## src/rtl/bcd_occupancy_counter.sv

```systemverilog
// bcd_occupancy_counter
// N-digit packed-BCD up/down occupancy counter with capacity limit,
// full/empty status, overflow/underflow pulses and saturate/wrap mode.
// Optional preset load is compiled in when BCD_OCC_LOAD_EN is defined;
// otherwise load/load_value are ignored and load_err is tied low.
module bcd_occupancy_counter #(
    parameter int DIGITS    = 2,
    parameter int MAX_COUNT = 99,
    parameter bit WRAP      = 1'b0
) (
    input  logic                clk,
    input  logic                reset,
    input  logic                inc,
    input  logic                dec,
    input  logic                load,
    input  logic [4*DIGITS-1:0] load_value,
    output logic [4*DIGITS-1:0] count,
    output logic                full,
    output logic                empty,
    output logic                overflow,
    output logic                underflow,
    output logic                load_err
);

    localparam int W = 4 * DIGITS;

    // Elaboration-time binary to BCD conversion of the capacity limit.
    function automatic logic [W-1:0] to_bcd(input int unsigned value);
        logic [W-1:0] r;
        int unsigned  v;
        r = '0;
        v = value;
        for (int i = 0; i < DIGITS; i++) begin
            r[4*i +: 4] = 4'(v % 10);
            v = v / 10;
        end
        return r;
    endfunction

    localparam logic [W-1:0] MAX_BCD = to_bcd(MAX_COUNT);

    logic [W-1:0] count_q, count_d;
    logic [W-1:0] count_inc, count_dec;
    logic         full_q, empty_q;
    logic         ovf_q, ovf_d;
    logic         unf_q, unf_d;
    logic         at_max, at_zero;

    assign at_max  = (count_q == MAX_BCD);
    assign at_zero = (count_q == '0);

    // Digit-serial BCD increment: 9 rolls to 0 and carries upward.
    always_comb begin
        logic       carry;
        logic [3:0] nib;
        carry     = 1'b1;
        count_inc = count_q;
        for (int i = 0; i < DIGITS; i++) begin
            nib = count_q[4*i +: 4];
            if (carry) begin
                if (nib == 4'd9) begin
                    count_inc[4*i +: 4] = 4'd0;
                end else begin
                    count_inc[4*i +: 4] = nib + 4'd1;
                    carry = 1'b0;
                end
            end
        end
    end

    // Digit-serial BCD decrement: 0 rolls to 9 and borrows upward.
    always_comb begin
        logic       borrow;
        logic [3:0] nib;
        borrow    = 1'b1;
        count_dec = count_q;
        for (int i = 0; i < DIGITS; i++) begin
            nib = count_q[4*i +: 4];
            if (borrow) begin
                if (nib == 4'd0) begin
                    count_dec[4*i +: 4] = 4'd9;
                end else begin
                    count_dec[4*i +: 4] = nib - 4'd1;
                    borrow = 1'b0;
                end
            end
        end
    end

`ifdef BCD_OCC_LOAD_EN
    logic load_ok;
    logic lerr_q, lerr_d;

    // Preset is legal only if every nibble is a BCD digit and the value fits
    // the capacity; with valid digits a packed-BCD compare is a numeric one.
    always_comb begin
        load_ok = (load_value <= MAX_BCD);
        for (int i = 0; i < DIGITS; i++) begin
            if (load_value[4*i +: 4] > 4'd9) begin
                load_ok = 1'b0;
            end
        end
    end
`else
    logic unused_load;
    assign unused_load = ^{load, load_value};
`endif

    // Next count and event pulses; load (when present) beats the strobes.
    always_comb begin
        count_d = count_q;
        ovf_d   = 1'b0;
        unf_d   = 1'b0;
`ifdef BCD_OCC_LOAD_EN
        lerr_d  = 1'b0;
        if (load) begin
            if (load_ok) begin
                count_d = load_value;
            end else begin
                lerr_d = 1'b1;
            end
        end else
`endif
        if (inc && !dec) begin
            if (at_max) begin
                ovf_d = 1'b1;
                if (WRAP) begin
                    count_d = '0;
                end
            end else begin
                count_d = count_inc;
            end
        end else if (dec && !inc) begin
            if (at_zero) begin
                unf_d = 1'b1;
                if (WRAP) begin
                    count_d = MAX_BCD;
                end
            end else begin
                count_d = count_dec;
            end
        end
    end

    // State and status registers; full/empty come from the next count so
    // they stay coherent with count.
    always_ff @(posedge clk) begin
        if (reset) begin
            count_q <= '0;
            full_q  <= 1'b0;
            empty_q <= 1'b1;
            ovf_q   <= 1'b0;
            unf_q   <= 1'b0;
        end else begin
            count_q <= count_d;
            full_q  <= (count_d == MAX_BCD);
            empty_q <= (count_d == '0);
            ovf_q   <= ovf_d;
            unf_q   <= unf_d;
        end
    end

`ifdef BCD_OCC_LOAD_EN
    // Preset-rejection pulse register.
    always_ff @(posedge clk) begin
        if (reset) begin
            lerr_q <= 1'b0;
        end else begin
            lerr_q <= lerr_d;
        end
    end

    assign load_err = lerr_q;
`else
    assign load_err = 1'b0;
`endif

    assign count     = count_q;
    assign full      = full_q;
    assign empty     = empty_q;
    assign overflow  = ovf_q;
    assign underflow = unf_q;

endmodule

```

## config.mk

```make
export PLATFORM = sky130hd
export DESIGN_NAME = bcd_occupancy_counter
export DESIGN_NICKNAME = d
export VERILOG_FILES = /design/src/rtl/bcd_occupancy_counter.sv
export SDC_FILE = /design/constraint.sdc
export NUM_CORES = 1
export LEC_CHECK = 0
export ABC_CLOCK_PERIOD_IN_PS = 2600
export CORE_MARGIN = 2
export CORE_UTILIZATION = 30
export DETAILED_ROUTE_END_ITERATION = 8
export HOLD_SLACK_MARGIN = 0.02
export SETUP_SLACK_MARGIN = 0.3
export SYNTH_ARGS = -nofsm -noshare
export SYNTH_HDL_FRONTEND = slang
export SYNTH_SLANG_ARGS = --single-unit
```

## constraint.sdc

```tcl
create_clock -name clk -period 2.6 [get_ports clk]
set_clock_uncertainty 0.15 [all_clocks]
set_input_delay 0.39 -clock clk [delete_from_list [all_inputs] [get_ports clk]]
set_output_delay 0.39 -clock clk [all_outputs]
set_load 0.05 [all_outputs]
```

# Yosys cells after proc, flatten, opt, wreduce, memory -nomap -nowiden
# Index checks and enable logic that the tools add are counted.
dict set report totals {
  reg_bits 12
  inputBits 13
  elab_cells 39
}
dict set report op_classes {
  add_sub_neg 4
  n_eq_ne 4
  mux 14
  bitwise_logic 2
  n_reduce_logical 10
}
# operator n
set ops {}
lappend ops {{two-way mux 8 bit} 4}
lappend ops {{two-way mux 4 bit} 6}
lappend ops {{== test 8 bit, second input constant} 2}
lappend ops {{logical NOT 8 bit} 2}
lappend ops {{adder 4 x 1 -> 4 bit, second input constant} 2}
lappend ops {{== test 4 bit, second input constant} 2}
lappend ops {{logical NOT 4 bit} 2}
lappend ops {{subtractor 4 x 1 -> 4 bit, second input constant} 2}
lappend ops {{two-way mux 1 bit} 4}
lappend ops {{OR reduction 3 bit} 1}
lappend ops {{logical AND 1 bit} 2}
lappend ops {{logical NOT 1 bit} 2}
lappend ops {{NOT 1 bit} 2}
lappend ops {{OR reduction 2 bit} 1}

# Depth between registers and ports, before layout
dict set report depth {
  word_depth 7
  mapped_depth 8
  mapped_depth_nobuf 7
}

# Least setup slack after synthesis
# OpenSTA, ideal clock, no wires.
dict set report synth_timing {
  path_kind {register -> register}
  from {register count_q[0] (netlist: count[0])}
  to {register empty_q (netlist: empty)}
  setup_time_ps 116
  t_arrival_ps 2110
  path_slack_ps 224
  path_stages_with_launch 8
  path_cell_list {dfxtp_1 -> ha_1 -> and4b_1 -> buf_2 -> a21oi_1 -> a22o_2 -> a21boi_2 -> a41o_1}
}
dict set report synth_via {
  elab_chain_len 7
}
# element line_no
set synth_rtl {}
lappend synth_rtl {{start, declared} 42} ;# logic [W-1:0] count_q, count_d;
lappend synth_rtl {{start signal, assigned} 155} ;# count_q <= count_d;
lappend synth_rtl {{branches (longest 5 deep; another with subtractor 4 x 1 -> 4 bit)} -}
lappend synth_rtl {{two-way mux 8 bit *} 124} ;# if (inc && !dec) begin
lappend synth_rtl {{logical NOT 8 bit *} 157} ;# empty_q <= (count_d == '0);
lappend synth_rtl {{end signal, assigned} 157}
lappend synth_rtl {{end, declared} 44} ;# logic full_q, empty_q;
# Every way passes the cells marked *.
# A chain may end at the register's enable or synchronous reset.

# Worst setup path after layout
dict set report layout_timing {
  from {register count_q[0] (netlist: count[0])}
  to {register full_q (netlist: full)}
}
dict set report layout_via {
  elab_chain_len 7
}
# element line_no
set layout_rtl {}
lappend layout_rtl {{branches (longest 5 deep; another with subtractor 4 x 1 -> 4 bit)} -}
lappend layout_rtl {{two-way mux 8 bit *} 124}
lappend layout_rtl {{== test 8 bit *} 156} ;# full_q <= (count_d == MAX_BCD);
lappend layout_rtl {{end signal, assigned} 156}
lappend layout_rtl {{end, declared} 44}
# Marked as above.

==> reports/results.tsv <==
metric	value	unit
status	complete, no violations	
clock slew at reported path FFs	90	ps
hpwl dp	1597	um
crit path from	count[0]$_SDFF_PP0_	
Yosys Warn Count	0	
P_int	0.0003528	W
Sequential Power Share	0.390	
largest net degree at the start of global routing	16	
die area	3430	um2
Initial Util	0.3212	
total power	0.0005514	W
met3 track demand over resource	0.02857	
startpoint class of the critical path	flip-flop	
TritonRoute pass-1 iters	4	
Distinct cells, synth	48	
post-route cell area	1087	um2
placed insts	149	
most common cell after layout, fill and taps aside	clkdlybuf4s50_1	
Hold Startpoint	count[1]$_SDFF_PP0_	
fin. max-slew vios	0	
crit path capture type	flip-flop	
clock tree sinks	12	
Sw Share	0.3602	
GR met2 Demand/Resource	0.2183	
number of flops mapped to enable cells by yosys	0	
measured slew at the worst slew-check pin	501.4	ps
post-synthesis cell area	893.4	um2
Vias/cell	5.601	
first-pass GRT wire length	3726	um
Net Switching	0.0001986	W
Die X	58.57	um
reg2reg start	count[0]$_SDFF_PP0_	
most frequent cells in the layout	clkdlybuf4s50_1, dfxtp_1, nor2_1	
GRT Total Usage	0.1431	
layout cells sized above 1	0.1393	
Avg WL per Cell	14.36	um
vias in the first global route	801	
syn avg cell area	8.196	um2
n_diodes	0	
DRT iter0 DRCs	28	
post-layout min period	2178	ps
Final #Nets	139	
CP Class	flip-flop to flip-flop	
clock buffer depth	2	
remaining global-route overflow	0	
gr busiest metal	met2	
final non-filler cell total	153	
worst-path maximum fanout	8	
initial antenna violation count	0	
predominant post-synthesis flop cell	dfxtp_1	
Hold Path Class	flip-flop to flip-flop	
Final ANT Viol Nets	0	
power density cells	507.1	nW/um2
I/O pin count	26	
flops & latches, synth	12	
post-synthesis instance total	109	
Util after Layout	0.3909	
die height	58.57	um
CTS HTree Levels	1	
Synth Net Count	125	
clock share of power	0.285	
routing usage on met1	0.1908	
Fin Setup TNS	0	ps
DRT Wirelength	2197	um
Port Buffers	15	
Reg2Reg Depth	7	
clk_lat worst skew	280	ps
Worst Path Required	2670	ps
final number of hold-violating endpoints	0	
via count	857	
fmax	459.1	MHz
CTS Buf Count	3	
Hold Crit Depth	2	
crit share post-route	0.8377	
Comb power frac	0.325	
relative slew slack	0.6647	
Seq/Total Area, Yosys	0.2689	
Core Footprint	2781	um2
Post-synth ARST share	0	
FP Rows	19	
clk root buf	clkbuf_4	
Remaining DRCs	0	
crit path DAT	2250	ps
max_cap viols	0	
Area Overhead vs Synth	21.71	%
Leakage	0.4190	nW
Post-CTS Setup Inserts	0	
CTS tree	done	
Setup Viol. Count Final	0	
placed cell area	1050	um2
RSZ-0062 raised after global routing	false	
worst IR drop on VDD	0.3095	mV
GPL Wtd Cong	0.8140	
[timing repair]
| action | in CTS | in global routing |
|---|---|---|
| cloned | 0 | 0 |
| endpoints found under the setup margin | 2 | 3 |
| gates resized for setup | 2 | 2 |
| hold endpoints to repair | 0 | 0 |
| hold buffers | 0 | 0 |
[logic make-up after synthesis]
kind of cell | after synthesis | share of synthesized area
and+or+nand+nor | 41 | 0.2787
muxes | 1 | 0.01120
buffers and inverters | 16 | 0.09385
AOI/OAI and AO/OA | 33 | 0.2815
other | 1 | 0.004198
DFF | 12 | 0.2689
adders and majority gates | 3 | 0.04202
xor gates and xnor gates | 2 | 0.01961
[final timing paths]
check / end / slack, ps
max: full$_SDFF_PP0_ / 420
min: count[1]$_SDFF_PP0_ / 440
max reg2reg: full$_SDFF_PP0_ / 420
min reg2reg: count[1]$_SDFF_PP0_ / 440
[state kept, by name, indices dropped and copies added (netlist names)]
name and flops:
count 8, empty 1, full 1, overflow 1, underflow 1
[critical path, stage by stage, from the launching register on]
cell and delay, ps:
dfxtp_2 370, inv_1 90, ha_1 240, or3b_1 420, a32o_1 250, a41oi_2 180, o2111a_1 230, and4bb_1 190
[power by group through the flow]
stage,Sequential [W],Clock (W),Combinational (W)
floorplan,0.000246,0,0.000104
global placement,0.000219,0,0.000177
detailed placement,0.000219,0,0.000180
CTS,0.000215,0.000161,0.000179
global route,0.000218,0.000171,0.000195
finish,0.000215,0.000157,0.000179
[layer usage]
| metal | vias up | part of all wire |
|---|---|---|
| li1 | 426 | - |
| met1 | 397 | 0.44 |
| met2 | 32 | 0.49 |
| met3 | 2 | 0.060 |
| met4 | 0 | 0.0082 |
| met5 | - | 0 |
[area by class of cell]
type / instances / area (um2)
fillers: 274 / 1694
multi-input cells: 81 / 570.5
flip-flops and latches: 12 / 242.7
repair buffers: 18 / 172.7
well taps: 31 / 38.79
clock buffers: 4 / 36.28
inverters: 7 / 26.28
[cells in the mapped netlist (all sizes together), types with 3 or more instances]
library cell	count	area, um2
a21oi	7	35.03
a31oi	3	18.77
buf	7	50.05
dfxtp	12	240.2
ha	3	37.54
inv	7	26.28
nand2	7	26.28
nand3	5	25.02
nor2	9	33.78
nor3b	4	30.03
o21ai	4	20.01
[stage by stage]
| stage | hold WS, ps | worst slack [ps] |
|---|---|---|
| after floorplan | 405.9 | 451.4 |
| after global placement | 418.5 | 226.4 |
| after detailed placement | 429.7 | 225.2 |
| after CTS | 443.4 | 351.2 |
| after global routing | 487.9 | 323.5 |
| final | 436.0 | 422.0 |
(Power assumes the default switching activity.)
==> RTL edit 1: new RTL, same settings <==
Add a define of `BCD_OCC_LOAD_EN`.
--- a/src/rtl/bcd_occupancy_counter.sv
+++ b/src/rtl/bcd_occupancy_counter.sv
@@ -3,6 +3,8 @@
 // full/empty status, overflow/underflow pulses and saturate/wrap mode.
 // Optional preset load is compiled in when BCD_OCC_LOAD_EN is defined;
 // otherwise load/load_value are ignored and load_err is tied low.
+`define BCD_OCC_LOAD_EN
+
 module bcd_occupancy_counter #(
     parameter int DIGITS    = 2,
     parameter int MAX_COUNT = 99,
Check against the original RTL: not equivalent (a bounded check fails within 4 cycles, from zero or initial values and one cycle with reset high).
==> RTL edit 1 against the original RTL <==
- sequential cell count increased by 1
- total power increased by 11%
- via count increased by 28%
- cell area increased by 32%
- combinational power increased by 41%
- routed wire length increased by 33%
- worst setup slack got worse by 0.051 ns
- sequential share of layout area decreased by 4.0 points
- clock power decreased by 24%
- synthesized area increased by 14%
- count of clock-buffer cells in the layout unchanged
- critical endpoint unchanged
- highest routed layer unchanged
==> RTL edit 1: results (changes against the original RTL) <==
[metrics] run status: complete, no violations
[metrics] clock-pin slew on the worst setup and hold paths: 0.07 ns (-0.02 ns)
[metrics] critical path's top delay family: simple AND/OR/NAND/NOR gates
[metrics] met1 usage: 20.36% (+1.3 points)
[metrics] count of routing violations after the opening detailed-route iteration: 67 (+140%)
[metrics] aggregate routed wire length: 2929 um (+33%)
[metrics] Total GRT Usage: 15.48% (+1.2 points)
[metrics] Commonest cells post-synth: sky130_fd_sc_hd__nor2_1, sky130_fd_sc_hd__dfxtp_1, sky130_fd_sc_hd__a21oi_1
[metrics] worst slew pin tran: 0.4999 ns (-0.001464 ns)
[metrics] largest net degree at the start of global routing: 15 (-1)
[metrics] launch point of the worst reg-to-reg path: count[4]
[metrics] Compound-Gate Fraction of Synth Area: 26.81% (-1.3 points)
[metrics] register area share after synthesis: 25.46% (-1.4 points)
[metrics] cells on worst reg2reg path: 5 (-2)
[metrics] Logic pwr share: 41.3% (+8.8 points)
[metrics] Slowest-stage cell, CP: sky130_fd_sc_hd__clkdlybuf4s50_1
[metrics] number of input and output port buffers inserted: 25 (+10)
[metrics] fraction of layout instances using a drive strength above 1: 20.50% (+6.6 points)
[metrics] power attributed to sequential cells: 240 uW (+12%)
[metrics] vias in the first global route: 1048 (+31%)
[metrics] routability congestion estimate from global placement: 0.8573 (+5.3%)
[metrics] largest fanout on the critical path: 3 (-5)
[metrics] Final HPWL DP: 2159 um (+35%)
[metrics] largest cells by area after synthesis: sky130_fd_sc_hd__dfxtp_1, sky130_fd_sc_hd__a21oi_1, sky130_fd_sc_hd__nor2_1, sky130_fd_sc_hd__nand2_1, sky130_fd_sc_hd__o21ai_0
[metrics] number of vias after detailed routing: 1097 (+28%)
[metrics] Post-Synth Adder-Cell Area: 0% (-4.2 points)
[metrics] number of nets in the layout: 175 (+26%)
[metrics] capture endpoint of the worst hold path: underflow
[metrics] Global Route met2 Usage: 26.77% (+4.9 points)
[metrics] highest ir drop seen on vdd: 0.2814 mV (-9.1%)
[metrics] switching power: 226.0 uW (+14%)
[metrics] unique cell type count in the Yosys netlist: 52 (+8.3%)
[metrics] Place WS: -0.01697 ns (-0.2421 ns)
[metrics] synthesized net count: 142 (+14%)
[metrics] xor and xnor fraction of the mapped netlist area: 1.714% (-0.25 points)
[metrics] Tcrit/Tclk final: 85.74% (+2.0 points)
[metrics] mux share of post-synthesis cell area: 4.039% (+2.9 points)
[metrics] source of the critical timing path: dec
RTL edit 1: changes by cell type after synthesis, sizes merged, moves of 3 or more:
cell    unedited run  this run
a211o              0         3
ha                 3         0
buf                7         4
clkbuf             2         6
nand2              7        10
a21oi              7        11
nand4              0         4
o21ai              4         9
nor2               9        14
inv                7         4
nor3b              4         1
RTL edit 1: area by class of cell:
| class | instances | share of cell area (%) |
|---|---|---|
| flip-flops and latches | 13 | 18.31 |
| well taps | 46 | 4.010 |
| clock buffers | 4 | 1.831 |
| repair buffers | 38 | 24.76 |
| multi-input cells | 102 | 50.04 |
| inverters | 4 | 1.046 |
RTL edit 1: timing repair:
item | in CTS | in global routing
cloned | 0 | 1
buffers inserted | 0 | 1
hold endpoints to repair | 0 | 0
resized for setup | 3 | 7
hold buffers | 0 | 0
pin swaps | 0 | 2
setup endpoints to repair | 2 | 2
RTL edit 1: metal layers:
layer	share of wire [%]	vias to the layer above
li1	-	547
met1	46	523
met2	50	25
met3	3.9	2
met4	0.44	0
met5	0	-
RTL edit 1: metrics by stage:
stage | hold slack [ns] | std cells | power, uW | TNS, ns | cell area, um^2
2_1_floorplan | 0.3163 | 129 | 399.5 | 0 | 1025
3_3_place_gp | 0.5146 | 201 | 483.2 | 0 | 1363
3_5_place_dp | 0.5119 | 201 | 486.3 | -0.01697 | 1363
4_1_cts | 0.5335 | 205 | 607.0 | 0 | 1390
5_1_grt | 0.5672 | 207 | 653.4 | 0 | 1435
6_report | 0.5260 | 207 | 611.6 | 0 | 1435
RTL edit 1: worst min-delay path: stages (launching register included):
cell and delay (ns):
sky130_fd_sc_hd__dfxtp_2 0.42, sky130_fd_sc_hd__or4_4 0.17, sky130_fd_sc_hd__nor4_1 0.05
==> RTL edit 2: new RTL, same flow settings <==
Made on the original files. Register the output `count` once more, cleared by the reset; this adds one clock of latency there. The other outputs are not delayed to match.
--- a/src/rtl/bcd_occupancy_counter.sv
+++ b/src/rtl/bcd_occupancy_counter.sv
@@ -175,7 +175,13 @@
     assign load_err = 1'b0;
 `endif
 
-    assign count     = count_q;
+    always_ff @(posedge clk) begin
+        if (reset) begin
+            count <= '0;
+        end else begin
+            count <= count_q;
+        end
+    end
     assign full      = full_q;
     assign empty     = empty_q;
     assign overflow  = ovf_q;
Function: changed (Yosys sat finds a counterexample within 4 cycles, from zero or initial values and one cycle with reset high).
==> RTL edit 2 against the original RTL <==
- sequential cell count rose by 8
- critical path depth did not move
- synthesized area rose by 19%
- total power rose by 32%
- routed wire length fell by 2.4%
- cell area rose by 18%
- largest power group unchanged
- clock power rose by 14%
- worst setup slack improved by 0.010 ns
- register-to-register slack improved by 0.03 ns
==> RTL edit 2: results (changes against the original RTL) <==
[metrics] run status: complete, no violations
[metrics] Routed met1 length: 1010 um (+3.5%)
[metrics] worst skew pair latency: 0.30 ns (+0.02 ns)
[metrics] full die area: 0.004028 mm^2 (+17%)
[metrics] Finished Layout Cells: 176 (+15%)
[metrics] fraction of layout instances using a drive strength above 1: 14.62% (+0.68 points)
[metrics] first-pass GRT wire length: 3594 um (-3.5%)
[metrics] count of routing violations after the opening detailed-route iteration: 30 (+7.1%)
[metrics] Total GRT Usage: 11.44% (-2.9 points)
[metrics] count of cells resized by post-cts repair: 0 (-2)
[metrics] Slew HR: 57.10% (-9.4 points)
[metrics] highest ir drop seen on vdd: 0.3096 mV (about the same)
[metrics] met3 usage in global routing: 3.036% (+0.18 points)
[metrics] area share of buffers outside the clock network: 12.89% (-3.0 points)
[metrics] power density over cell area: 568.5 mW/mm^2 (+12%)
[metrics] vias in the first global route: 838 (+4.6%)
[metrics] Wirelength per Cell: 12.18 um (-15%)
[metrics] proportion of power drawn by flip-flops and latches: 48.0% (+9.0 points)
[metrics] FMAX: 0.4613 GHz (+0.47%)
[metrics] Critical Path Max Stage Delay: 0.47 ns (+0.05 ns)
[metrics] Compound-Gate Fraction of Synth Area: 13.92% (-14 points)
[metrics] mux share of post-synthesis cell area: 0.9434% (-0.18 points)
[metrics] area of the multi-input gates: 609.3 um^2 (+6.8%)
[metrics] routability congestion estimate from global placement: 0.8279 (+1.7%)
[metrics] Final HPWL DP: 1553 um (-2.8%)
[metrics] Repair and plain buffers: 17 (-1)
[metrics] Post-Synth Adder-Cell Area: 3.538% (-0.66 points)
[metrics] Slowest-stage cell, CP: sky130_fd_sc_hd__clkdlybuf4s50_1
[metrics] met3 routed WL: 75 um (-43%)
[metrics] hold depth: 1 (-1)
[metrics] #MultiIn Comb: 86 (+6.2%)
[metrics] number of nets in the layout: 147 (+5.8%)
[metrics] largest cells by area after synthesis: sky130_fd_sc_hd__dfxtp_1, sky130_fd_sc_hd__nor2b_1, sky130_fd_sc_hd__nor2_1, sky130_fd_sc_hd__ha_1, sky130_fd_sc_hd__nand2_1
[metrics] total placed instance area: 0.001221 mm^2 (+16%)
[metrics] Post-Route Utilization: 38.10% (-1.0 points)
[metrics] reported leakage power: 0.0004891 uW (+17%)
[metrics] Clock Sinks: 20 (+8)
[metrics] Commonest cells post-synth: sky130_fd_sc_hd__dfxtp_1, sky130_fd_sc_hd__nor2_1, sky130_fd_sc_hd__nand2_1, sky130_fd_sc_hd__nor2b_1, sky130_fd_sc_hd__nand3_1
[metrics] cell internal pwr: 500.3 uW (+42%)
RTL edit 2: cell count changes after synthesis, moves of 3 or more:
cell	before	now
sky130_fd_sc_hd__a21oi_1	7	3
sky130_fd_sc_hd__dfxtp_1	12	20
sky130_fd_sc_hd__nor3_1	1	4
sky130_fd_sc_hd__and3_1	0	3
sky130_fd_sc_hd__nor2b_1	2	8
sky130_fd_sc_hd__inv_1	7	3
RTL edit 2: cells by family after synthesis:
group | Yosys count
buffers and inverters | 11
AOI/OAI and AO/OA | 20
muxes | 1
other | 1
xor gates and xnor gates | 1
adders and majority gates | 3
and+or+nand+nor | 60
DFF | 20
RTL edit 2: final timing paths:
check | from | endpoint | slack [ns]
worst max register to register | count_q[1] | empty | 0.45
worst max-delay path | inc | empty | 0.43
worst min register to register | count_q[5] | count[5] | 0.42
worst min-delay path | count_q[5] | count[5] | 0.42
